$ cat src/rtl/teclado_display_arbiter_if.sv
`default_nettype none
// ============================================================================
//  Module   : teclado_display_arbiter_if
//  Purpose  : Keypad and display bus shared between the arbiter and its
//             clients (operacional, setup, decoder, display).
//  Revision : 1.0 - initial release
// ============================================================================
interface teclado_display_arbiter_if #(
    parameter int KB_W   = 24,
    parameter int DISP_W = 24
) ();
    // ownership control
    logic              req_setup;
    logic              setup_done;
    // keypad side
    logic              kb_en_op;
    logic              kb_valid;
    logic [KB_W-1:0]   kb_value;
    logic              kb_en;
    logic [KB_W-1:0]   dig_value;
    logic              op_valid;
    logic              setup_valid;
    // display side
    logic              disp_en_op;
    logic              disp_en_setup;
    logic [DISP_W-1:0] disp_pac_op;
    logic [DISP_W-1:0] disp_pac_setup;
    logic              disp_en;
    logic [DISP_W-1:0] disp_pac;
    // status
    logic              owner;
    logic              switching;
    logic              setup_timeout;

    // arbiter view
    modport slave (
        input  req_setup, setup_done, kb_en_op, kb_valid, kb_value,
               disp_en_op, disp_en_setup, disp_pac_op, disp_pac_setup,
        output kb_en, dig_value, op_valid, setup_valid,
               disp_en, disp_pac, owner, switching, setup_timeout
    );

    // environment / client view
    modport master (
        output req_setup, setup_done, kb_en_op, kb_valid, kb_value,
               disp_en_op, disp_en_setup, disp_pac_op, disp_pac_setup,
        input  kb_en, dig_value, op_valid, setup_valid,
               disp_en, disp_pac, owner, switching, setup_timeout
    );
endinterface
`default_nettype wire

$ cat src/rtl/teclado_display_arbiter.sv
`default_nettype none
// ============================================================================
//  Module   : teclado_display_arbiter
//  Purpose  : Grants the keypad decoder and 6-digit display to either the
//             operacional or the setup client, with a blanking guard window
//             on every handoff and an inactivity timeout on setup ownership.
//  Revision : 1.0 - initial release
// ============================================================================
module teclado_display_arbiter #(
    parameter int GUARD_CYCLES   = 1000,
    parameter int TIMEOUT_CYCLES = 1_500_000_000,
    parameter int KB_W           = 24,
    parameter int DISP_W         = 24
) (
    input  wire logic               clk,
    input  wire logic               rst,     // asynchronous, active-low
    teclado_display_arbiter_if.slave bus
);

    localparam int GW = $clog2(GUARD_CYCLES + 1);
    localparam int IW = $clog2(TIMEOUT_CYCLES + 1);
    localparam logic [GW-1:0] GUARD_LOAD = GW'(GUARD_CYCLES - 1);
    localparam logic [IW-1:0] IDLE_LAST  = IW'(TIMEOUT_CYCLES - 1);

    typedef enum logic [1:0] {
        ST_OP      = 2'd0,
        ST_GUARD_S = 2'd1,
        ST_SETUP   = 2'd2,
        ST_GUARD_O = 2'd3
    } state_t;

    state_t              r_state;
    state_t              w_next_state;
    logic [GW-1:0]       r_guard_cnt;
    logic [IW-1:0]       r_idle_cnt;
    logic                r_rearm;

    logic                w_guard_load;
    logic                w_guard_dec;
    logic                w_idle_clear;
    logic                w_idle_inc;
    logic                w_timeout_exit;
    logic                w_deliver_op;
    logic                w_deliver_setup;

    logic                r_kb_en;
    logic [KB_W-1:0]     r_dig_value;
    logic                r_op_valid;
    logic                r_setup_valid;
    logic                r_disp_en;
    logic [DISP_W-1:0]   r_disp_pac;
    logic                r_owner;
    logic                r_switching;
    logic                r_setup_timeout;

    // Next-state and counter-control decision for the current cycle.
    always_comb begin
        w_next_state   = r_state;
        w_guard_load   = 1'b0;
        w_guard_dec    = 1'b0;
        w_idle_clear   = 1'b0;
        w_idle_inc     = 1'b0;
        w_timeout_exit = 1'b0;
        case (r_state)
            ST_OP: begin
                if (bus.req_setup && r_rearm) begin
                    w_next_state = ST_GUARD_S;
                    w_guard_load = 1'b1;
                end
            end
            ST_GUARD_S: begin
                // A withdrawn request aborts the handoff with a full guard back.
                if (!bus.req_setup) begin
                    w_next_state = ST_GUARD_O;
                    w_guard_load = 1'b1;
                end else if (r_guard_cnt == '0) begin
                    w_next_state = ST_SETUP;
                    w_idle_clear = 1'b1;
                end else begin
                    w_guard_dec = 1'b1;
                end
            end
            ST_SETUP: begin
                // A normal exit outranks the timeout, so no timeout pulse then.
                if (bus.setup_done || !bus.req_setup) begin
                    w_next_state = ST_GUARD_O;
                    w_guard_load = 1'b1;
                end else if (!bus.kb_valid && (r_idle_cnt == IDLE_LAST)) begin
                    w_next_state   = ST_GUARD_O;
                    w_guard_load   = 1'b1;
                    w_timeout_exit = 1'b1;
                end else if (bus.kb_valid) begin
                    w_idle_clear = 1'b1;
                end else begin
                    w_idle_inc = 1'b1;
                end
            end
            default: begin // ST_GUARD_O
                if (r_guard_cnt == '0) begin
                    w_next_state = ST_OP;
                end else begin
                    w_guard_dec = 1'b1;
                end
            end
        endcase
    end

    // Operacional keys only pass while it keeps ownership; a setup key
    // accepted in its last owned cycle is still delivered.
    assign w_deliver_op    = (r_state == ST_OP) && (w_next_state == ST_OP) && bus.kb_valid;
    assign w_deliver_setup = (r_state == ST_SETUP) && bus.kb_valid;

    // State, counters and registered outputs decoded from the next state.
    always_ff @(posedge clk or negedge rst) begin
        if (!rst) begin
            r_state         <= ST_OP;
            r_guard_cnt     <= '0;
            r_idle_cnt      <= '0;
            r_rearm         <= 1'b1;
            r_kb_en         <= 1'b0;
            r_dig_value     <= '0;
            r_op_valid      <= 1'b0;
            r_setup_valid   <= 1'b0;
            r_disp_en       <= 1'b0;
            r_disp_pac      <= '0;
            r_owner         <= 1'b0;
            r_switching     <= 1'b0;
            r_setup_timeout <= 1'b0;
        end else begin
            r_state <= w_next_state;

            if (w_guard_load) begin
                r_guard_cnt <= GUARD_LOAD;
            end else if (w_guard_dec) begin
                r_guard_cnt <= r_guard_cnt - GW'(1);
            end

            if (w_idle_clear) begin
                r_idle_cnt <= '0;
            end else if (w_idle_inc) begin
                r_idle_cnt <= r_idle_cnt + IW'(1);
            end

            if (w_timeout_exit) begin
                r_rearm <= 1'b0;
            end else if (!bus.req_setup) begin
                r_rearm <= 1'b1;
            end

            r_op_valid      <= w_deliver_op;
            r_setup_valid   <= w_deliver_setup;
            r_setup_timeout <= w_timeout_exit;
            if (w_deliver_op || w_deliver_setup) begin
                r_dig_value <= bus.kb_value;
            end

            case (w_next_state)
                ST_OP: begin
                    r_kb_en     <= bus.kb_en_op;
                    r_disp_en   <= bus.disp_en_op;
                    r_disp_pac  <= bus.disp_pac_op;
                    r_owner     <= 1'b0;
                    r_switching <= 1'b0;
                end
                ST_SETUP: begin
                    r_kb_en     <= 1'b1;
                    r_disp_en   <= bus.disp_en_setup;
                    r_disp_pac  <= bus.disp_pac_setup;
                    r_owner     <= 1'b1;
                    r_switching <= 1'b0;
                end
                default: begin
                    r_kb_en     <= 1'b0;
                    r_disp_en   <= 1'b0;
                    r_disp_pac  <= '0;
                    r_owner     <= 1'b0;
                    r_switching <= 1'b1;
                end
            endcase
        end
    end

    assign bus.kb_en         = r_kb_en;
    assign bus.dig_value     = r_dig_value;
    assign bus.op_valid      = r_op_valid;
    assign bus.setup_valid   = r_setup_valid;
    assign bus.disp_en       = r_disp_en;
    assign bus.disp_pac      = r_disp_pac;
    assign bus.owner         = r_owner;
    assign bus.switching     = r_switching;
    assign bus.setup_timeout = r_setup_timeout;

endmodule
`default_nettype wire
$ cat src/flat_wrapper.sv
// flat-port wrapper written by rule: the top's interface ports become plain ports
module teclado_display_arbiter_flat 
#(
    parameter int GUARD_CYCLES   = 1000,
    parameter int TIMEOUT_CYCLES = 1_500_000_000,
    parameter int KB_W           = 24,
    parameter int DISP_W         = 24
)
  (clk, rst, bus_req_setup, bus_setup_done, bus_kb_en_op, bus_kb_valid, bus_kb_value, bus_disp_en_op, bus_disp_en_setup, bus_disp_pac_op, bus_disp_pac_setup, bus_kb_en, bus_dig_value, bus_op_valid, bus_setup_valid, bus_disp_en, bus_disp_pac, bus_owner, bus_switching, bus_setup_timeout);
  teclado_display_arbiter_if #(.KB_W(KB_W), .DISP_W(DISP_W)) bus_i ();
  input  wire logic clk;
  input  wire logic rst;
  input wire logic [$bits(bus_i.req_setup)-1:0] bus_req_setup;
  input wire logic [$bits(bus_i.setup_done)-1:0] bus_setup_done;
  input wire logic [$bits(bus_i.kb_en_op)-1:0] bus_kb_en_op;
  input wire logic [$bits(bus_i.kb_valid)-1:0] bus_kb_valid;
  input wire logic [$bits(bus_i.kb_value)-1:0] bus_kb_value;
  input wire logic [$bits(bus_i.disp_en_op)-1:0] bus_disp_en_op;
  input wire logic [$bits(bus_i.disp_en_setup)-1:0] bus_disp_en_setup;
  input wire logic [$bits(bus_i.disp_pac_op)-1:0] bus_disp_pac_op;
  input wire logic [$bits(bus_i.disp_pac_setup)-1:0] bus_disp_pac_setup;
  output wire logic [$bits(bus_i.kb_en)-1:0] bus_kb_en;
  output wire logic [$bits(bus_i.dig_value)-1:0] bus_dig_value;
  output wire logic [$bits(bus_i.op_valid)-1:0] bus_op_valid;
  output wire logic [$bits(bus_i.setup_valid)-1:0] bus_setup_valid;
  output wire logic [$bits(bus_i.disp_en)-1:0] bus_disp_en;
  output wire logic [$bits(bus_i.disp_pac)-1:0] bus_disp_pac;
  output wire logic [$bits(bus_i.owner)-1:0] bus_owner;
  output wire logic [$bits(bus_i.switching)-1:0] bus_switching;
  output wire logic [$bits(bus_i.setup_timeout)-1:0] bus_setup_timeout;
  assign bus_i.req_setup = bus_req_setup;
  assign bus_i.setup_done = bus_setup_done;
  assign bus_i.kb_en_op = bus_kb_en_op;
  assign bus_i.kb_valid = bus_kb_valid;
  assign bus_i.kb_value = bus_kb_value;
  assign bus_i.disp_en_op = bus_disp_en_op;
  assign bus_i.disp_en_setup = bus_disp_en_setup;
  assign bus_i.disp_pac_op = bus_disp_pac_op;
  assign bus_i.disp_pac_setup = bus_disp_pac_setup;
  assign bus_kb_en = bus_i.kb_en;
  assign bus_dig_value = bus_i.dig_value;
  assign bus_op_valid = bus_i.op_valid;
  assign bus_setup_valid = bus_i.setup_valid;
  assign bus_disp_en = bus_i.disp_en;
  assign bus_disp_pac = bus_i.disp_pac;
  assign bus_owner = bus_i.owner;
  assign bus_switching = bus_i.switching;
  assign bus_setup_timeout = bus_i.setup_timeout;
  teclado_display_arbiter #(.GUARD_CYCLES(GUARD_CYCLES), .TIMEOUT_CYCLES(TIMEOUT_CYCLES), .KB_W(KB_W), .DISP_W(DISP_W)) u_core (.clk(clk), .rst(rst), .bus(bus_i));
endmodule
$ cat config.mk
export PLATFORM = sky130hd
export DESIGN_NAME = teclado_display_arbiter_flat
export DESIGN_NICKNAME = d
export VERILOG_FILES = /design/src/rtl/teclado_display_arbiter_if.sv /design/src/rtl/teclado_display_arbiter.sv /design/src/flat_wrapper.sv
export SDC_FILE = /design/constraint.sdc
export NUM_CORES = 1
export LEC_CHECK = 0
export BUFFER_PORTS_ARGS = -buffer_cell sky130_fd_sc_hd__buf_2
export CORE_MARGIN = 4
export CORE_UTILIZATION = 55
export DETAILED_ROUTE_END_ITERATION = 10
export HOLD_SLACK_MARGIN = 0.15
export PLACE_DENSITY_LB_ADDON = 0.05
export SKIP_LAST_GASP = 1
export SLEW_MARGIN = 10
export SYNTH_ARGS = -nofsm -noshare
export SYNTH_HDL_FRONTEND = slang
export SYNTH_SLANG_ARGS = --single-unit
$ cat constraint.sdc
create_clock -name clk -period 7.01 [get_ports clk]
set_input_delay 1.402 -clock clk [delete_from_list [all_inputs] [get_ports clk]]
set_output_delay 1.402 -clock clk [all_outputs]
set_load 0.02 [all_outputs]
==> flow_metrics.py <==
metrics = {
    "clock_tree": {
        "numCtsBuffers": 9,
        "cts_tree": "built",
        "cts_setup_buffers": 0,
        "postCtsHoldBufs": 0,
        "cts-root-buf": "clkbuf_8",
        "clk_pin_slew_ns": 0.11,
        "clk_path_buf_depth": 2,
        "ctsHtreeMaxLevel": 3,
        "cts-resized-gates": 0,
        "worstSkewPairLatency_ns": 0.36,
        "clock_sinks": 98,
    },
    "global_routing": {
        "grt_usage": 0.220,
        "grt_max_degree": 67,
        "gr-total-overflow": 0,
        "antenna_found_initial": 0,
        "grt_pass1_wl_um": 18000,
        "first_global_vias": 3827,
    },
    "route": {
        "remaining_drc_errors": 0,
        "dr.pass1.iters": 4,
        "drt_iter0_markers": 149,
        "wirelength_um": 10900,
        "wl_per_cell_um": 15.8,
        "final_antenna_net_count": 0,
        "vias": 3803,
        "routed_via_density": 5.50,
    },
    "timing": {
        "rsz0062_at_grt": "false",
        "setup_violations": 0,
        "slew_headroom": 0.308,
        "fin_setup_tns_ns": 0,
        "worstMarginPinSlew_ns": 1.04,
        "post-route-period-util": 0.494,
        "min_period_ns": 3.47,
        "drv_slew": 0,
        "max_freq_ghz": 0.289,
        "hold_viol_final": 0,
        "clock_skew_ns": 0.0179,
    },
    "logic_synthesis": {
        "synth_xor_area_frac": 0.0587,
        "yosys.area_share.simple": 0.211,
        "synth-edff-count": 0,
        "synth_fa_ha_area_frac": 0.0183,
        "yosysSeqAreaShare": 0.514,
        "synthArstFlopShare": 1.00,
        "ys_types": 52,
        "synth_fp_nets": 540,
        "synth_area_sq_um": 4770,
        "synth_top_family_by_area": "simple AND/OR/NAND/NOR gates",
        "syn_avg_cell_area_sq_um": 10.5,
        "synth-seq-cells": 98,
        "ys_warn_count": 0,
        "synth_compound_area_frac": 0.0904,
        "syn_inst": 453,
        "synthMuxAreaShare": 0.0723,
        "synthFlopType": "dfrtp_1",
    },
    "setup_path": {
        "cp_slowest_stage_delay_ns": 0.62,
        "cp.arrival_ns": 3.72,
        "worstSetupStartpointType": "input pin",
        "end_kind": "register",
        "crit_type": "in2reg",
        "worstPathCellList": "buf_2 > nand2_1 > o211ai_4 > inv_4 > o41ai_4 > buf_4 > mux2_2",
        "critPathRequiredTime_ns": 7.27,
        "slowest_stage": "o211ai_4",
        "cp_max_fo": 29,
    },
    "floorplan": {
        "die_y_um": 101,
        "row_count": 33,
        "design.core.area_sq_um": 8340,
        "dieArea_sq_um": 10200,
        "die_w_um": 101,
        "start_util": 0.572,
        "io_pins": 135,
    },
    "cells_and_area": {
        "area_growth_pct": 19.3,
        "stdcell_area_sq_um": 5690,
        "nFillCells": 680,
        "multiInputGateArea_sq_um": 2160,
        "nNetsFinal": 668,
        "instances_no_fill": 691,
        "drive_gt1_frac": 0.331,
        "seq_area_sq_um": 2450,
        "diodes": 0,
    },
    "run_status": {
        "status": "finished clean",
    },
    "hold_path": {
        "min_path_type": "reg2reg",
    },
    "power_and_ir_drop": {
        "p_sw_w": 0.000851,
        "leakagePower_nw": 2.74,
        "power.density_nw_per_um2": 367,
        "clkPwrFrac": 0.181,
        "power_frac_comb": 0.438,
        "switching_share": 0.408,
        "p_total_w": 0.00209,
        "vdd_drop_max_uv": 212,
        "power_frac_seq": 0.381,
        "power.internal_w": 0.00124,
    },
    "placement": {
        "dpl_cell_area_sq_um": 5490,
        "place_congestion": 0.829,
        "dp_hpwl_um": 7920,
        "io_buffers": 134,
        "placed_cells": 675,
    },
    "job": {
        "cap_viol_max_count": 0,
    },
}
## per-layer routing
metal  GRT usage  wire [um]  up-vias  share of wire
met5           0          0        -              0
met4      0.0685        187        0          0.017
met3      0.0572        717       14          0.066
met2       0.371       5640      113           0.52
met1       0.278       4390     1838           0.40
li1            -          -     1838              -
## per-stage QoR
stage,hold WS [ns],setup slack [ns],utilization
6_report,0.499,3.54,0.683
5_1_grt,0.536,3.37,0.683
4_1_cts,0.502,3.55,0.683
3_5_place_dp,0.487,3.12,0.658
3_3_place_gp,0.470,3.18,0.658
2_1_floorplan,0.453,3.84,-
## path summary, 6_finish.rpt
| check | depth (start not counted) | slack [ns] | from | to |
|---|---|---|---|---|
| worst max register to register | 9 | 3.76 | u_core.r_state[1]$_DFF_PN0_ | u_core.bus.dig_value[0]$_DFFE_PN0P_ |
| worst min-delay path | 2 | 0.50 | u_core.r_rearm$_DFFE_PN1P_ | u_core.r_rearm$_DFFE_PN1P_ |
| min in group asynchronous | 1 | 0.98 | rst | u_core.bus.setup_valid$_DFF_PN0_ |
| worst min register to register | 2 | 0.50 | u_core.r_rearm$_DFFE_PN1P_ | u_core.r_rearm$_DFFE_PN1P_ |
| max in group asynchronous | 2 | 4.87 | rst | u_core.bus.owner$_DFF_PN0_ |
| worst max-delay path | 7 | 3.54 | bus_req_setup | u_core.bus.dig_value[0]$_DFFE_PN0P_ |
## sequential cells by signal, summed over array words and instances (netlist names)
| name | count |
|---|---|
| u_core.bus.dig_value | 24 |
| u_core.bus.disp_en | 1 |
| u_core.bus.disp_pac | 24 |
| u_core.bus.kb_en | 1 |
| u_core.bus.op_valid | 1 |
| u_core.bus.owner | 1 |
| u_core.bus.setup_timeout | 1 |
| u_core.bus.setup_valid | 1 |
| u_core.r_guard_cnt | 10 |
| u_core.r_idle_cnt | 31 |
| u_core.r_rearm | 1 |
| u_core.r_state | 2 |
## cells in the mapped netlist, types with 7 or more instances
master | n | share of area
a21oi_1 | 32 | 0.034
clkbuf_1 | 11 | 0.0086
dfrtp_1 | 97 | 0.51
ha_1 | 7 | 0.018
inv_1 | 12 | 0.0094
mux2_4 | 20 | 0.063
nand2_1 | 72 | 0.057
nand3_1 | 13 | 0.014
nand4_1 | 15 | 0.020
nor2_1 | 37 | 0.029
nor3_1 | 8 | 0.0084
nor4_1 | 7 | 0.0092
or3_1 | 9 | 0.012
xnor2_1 | 13 | 0.024
xor2_1 | 19 | 0.035
## critical path: cells and delay by family
kind | cells | cell delay, ns
muxes | 1 | 0.38
and+or+nand+nor | 1 | 0.11
AOI/OAI and AO/OA | 2 | 0.95
buffers and inverters | 3 | 0.85
## power by group through the flow
stage / Combinational, W / Sequential (W) / Clock (W)
2_1_floorplan: 0.000562 / 0.000936 / 0
3_3_place_gp: 0.000903 / 0.000798 / 0
3_5_place_dp: 0.000931 / 0.000801 / 0
4_1_cts: 0.000927 / 0.000796 / 0.000389
5_1_grt: 0.00101 / 0.000814 / 0.000410
6_report: 0.000915 / 0.000795 / 0.000377
## cell usage in the layout, fill, tap and decap left out, drive strengths merged, types with 4 or more instances in the layout
cell type,n
a21oi,36
and2,4
and3,4
buf,137
clkbuf,9
dfrtp,97
ha,7
inv,16
mux2,24
nand2,72
nand2b,4
nand3,13
nand4,15
nor2,37
nor3,9
nor4,9
o21ai,5
o311ai,4
o31ai,6
or3,9
or4,6
xnor2,13
xor2,19
## kinds of logic (layout without fill, tap and decap cells)
kind of cell	count (synthesis)	count (layout)
and+or+nand+nor	196	196
DFF	98	98
AOI/OAI and AO/OA	63	63
buffers and inverters	33	166
xor gates and xnor gates	32	32
muxes	24	24
adders and majority gates	7	7
## layout make-up
type                            instances  share of cell area
Tap cell                              105              0.0231
Inverter                               13             0.00901
Timing Repair Buffer                  137               0.122
Sequential cell                        98               0.431
Clock inverter                          7              0.0145
Multi-Input combinational cell        322               0.379
Clock buffer                            9              0.0218
No activity file was read; power rests on OpenSTA's default activity.
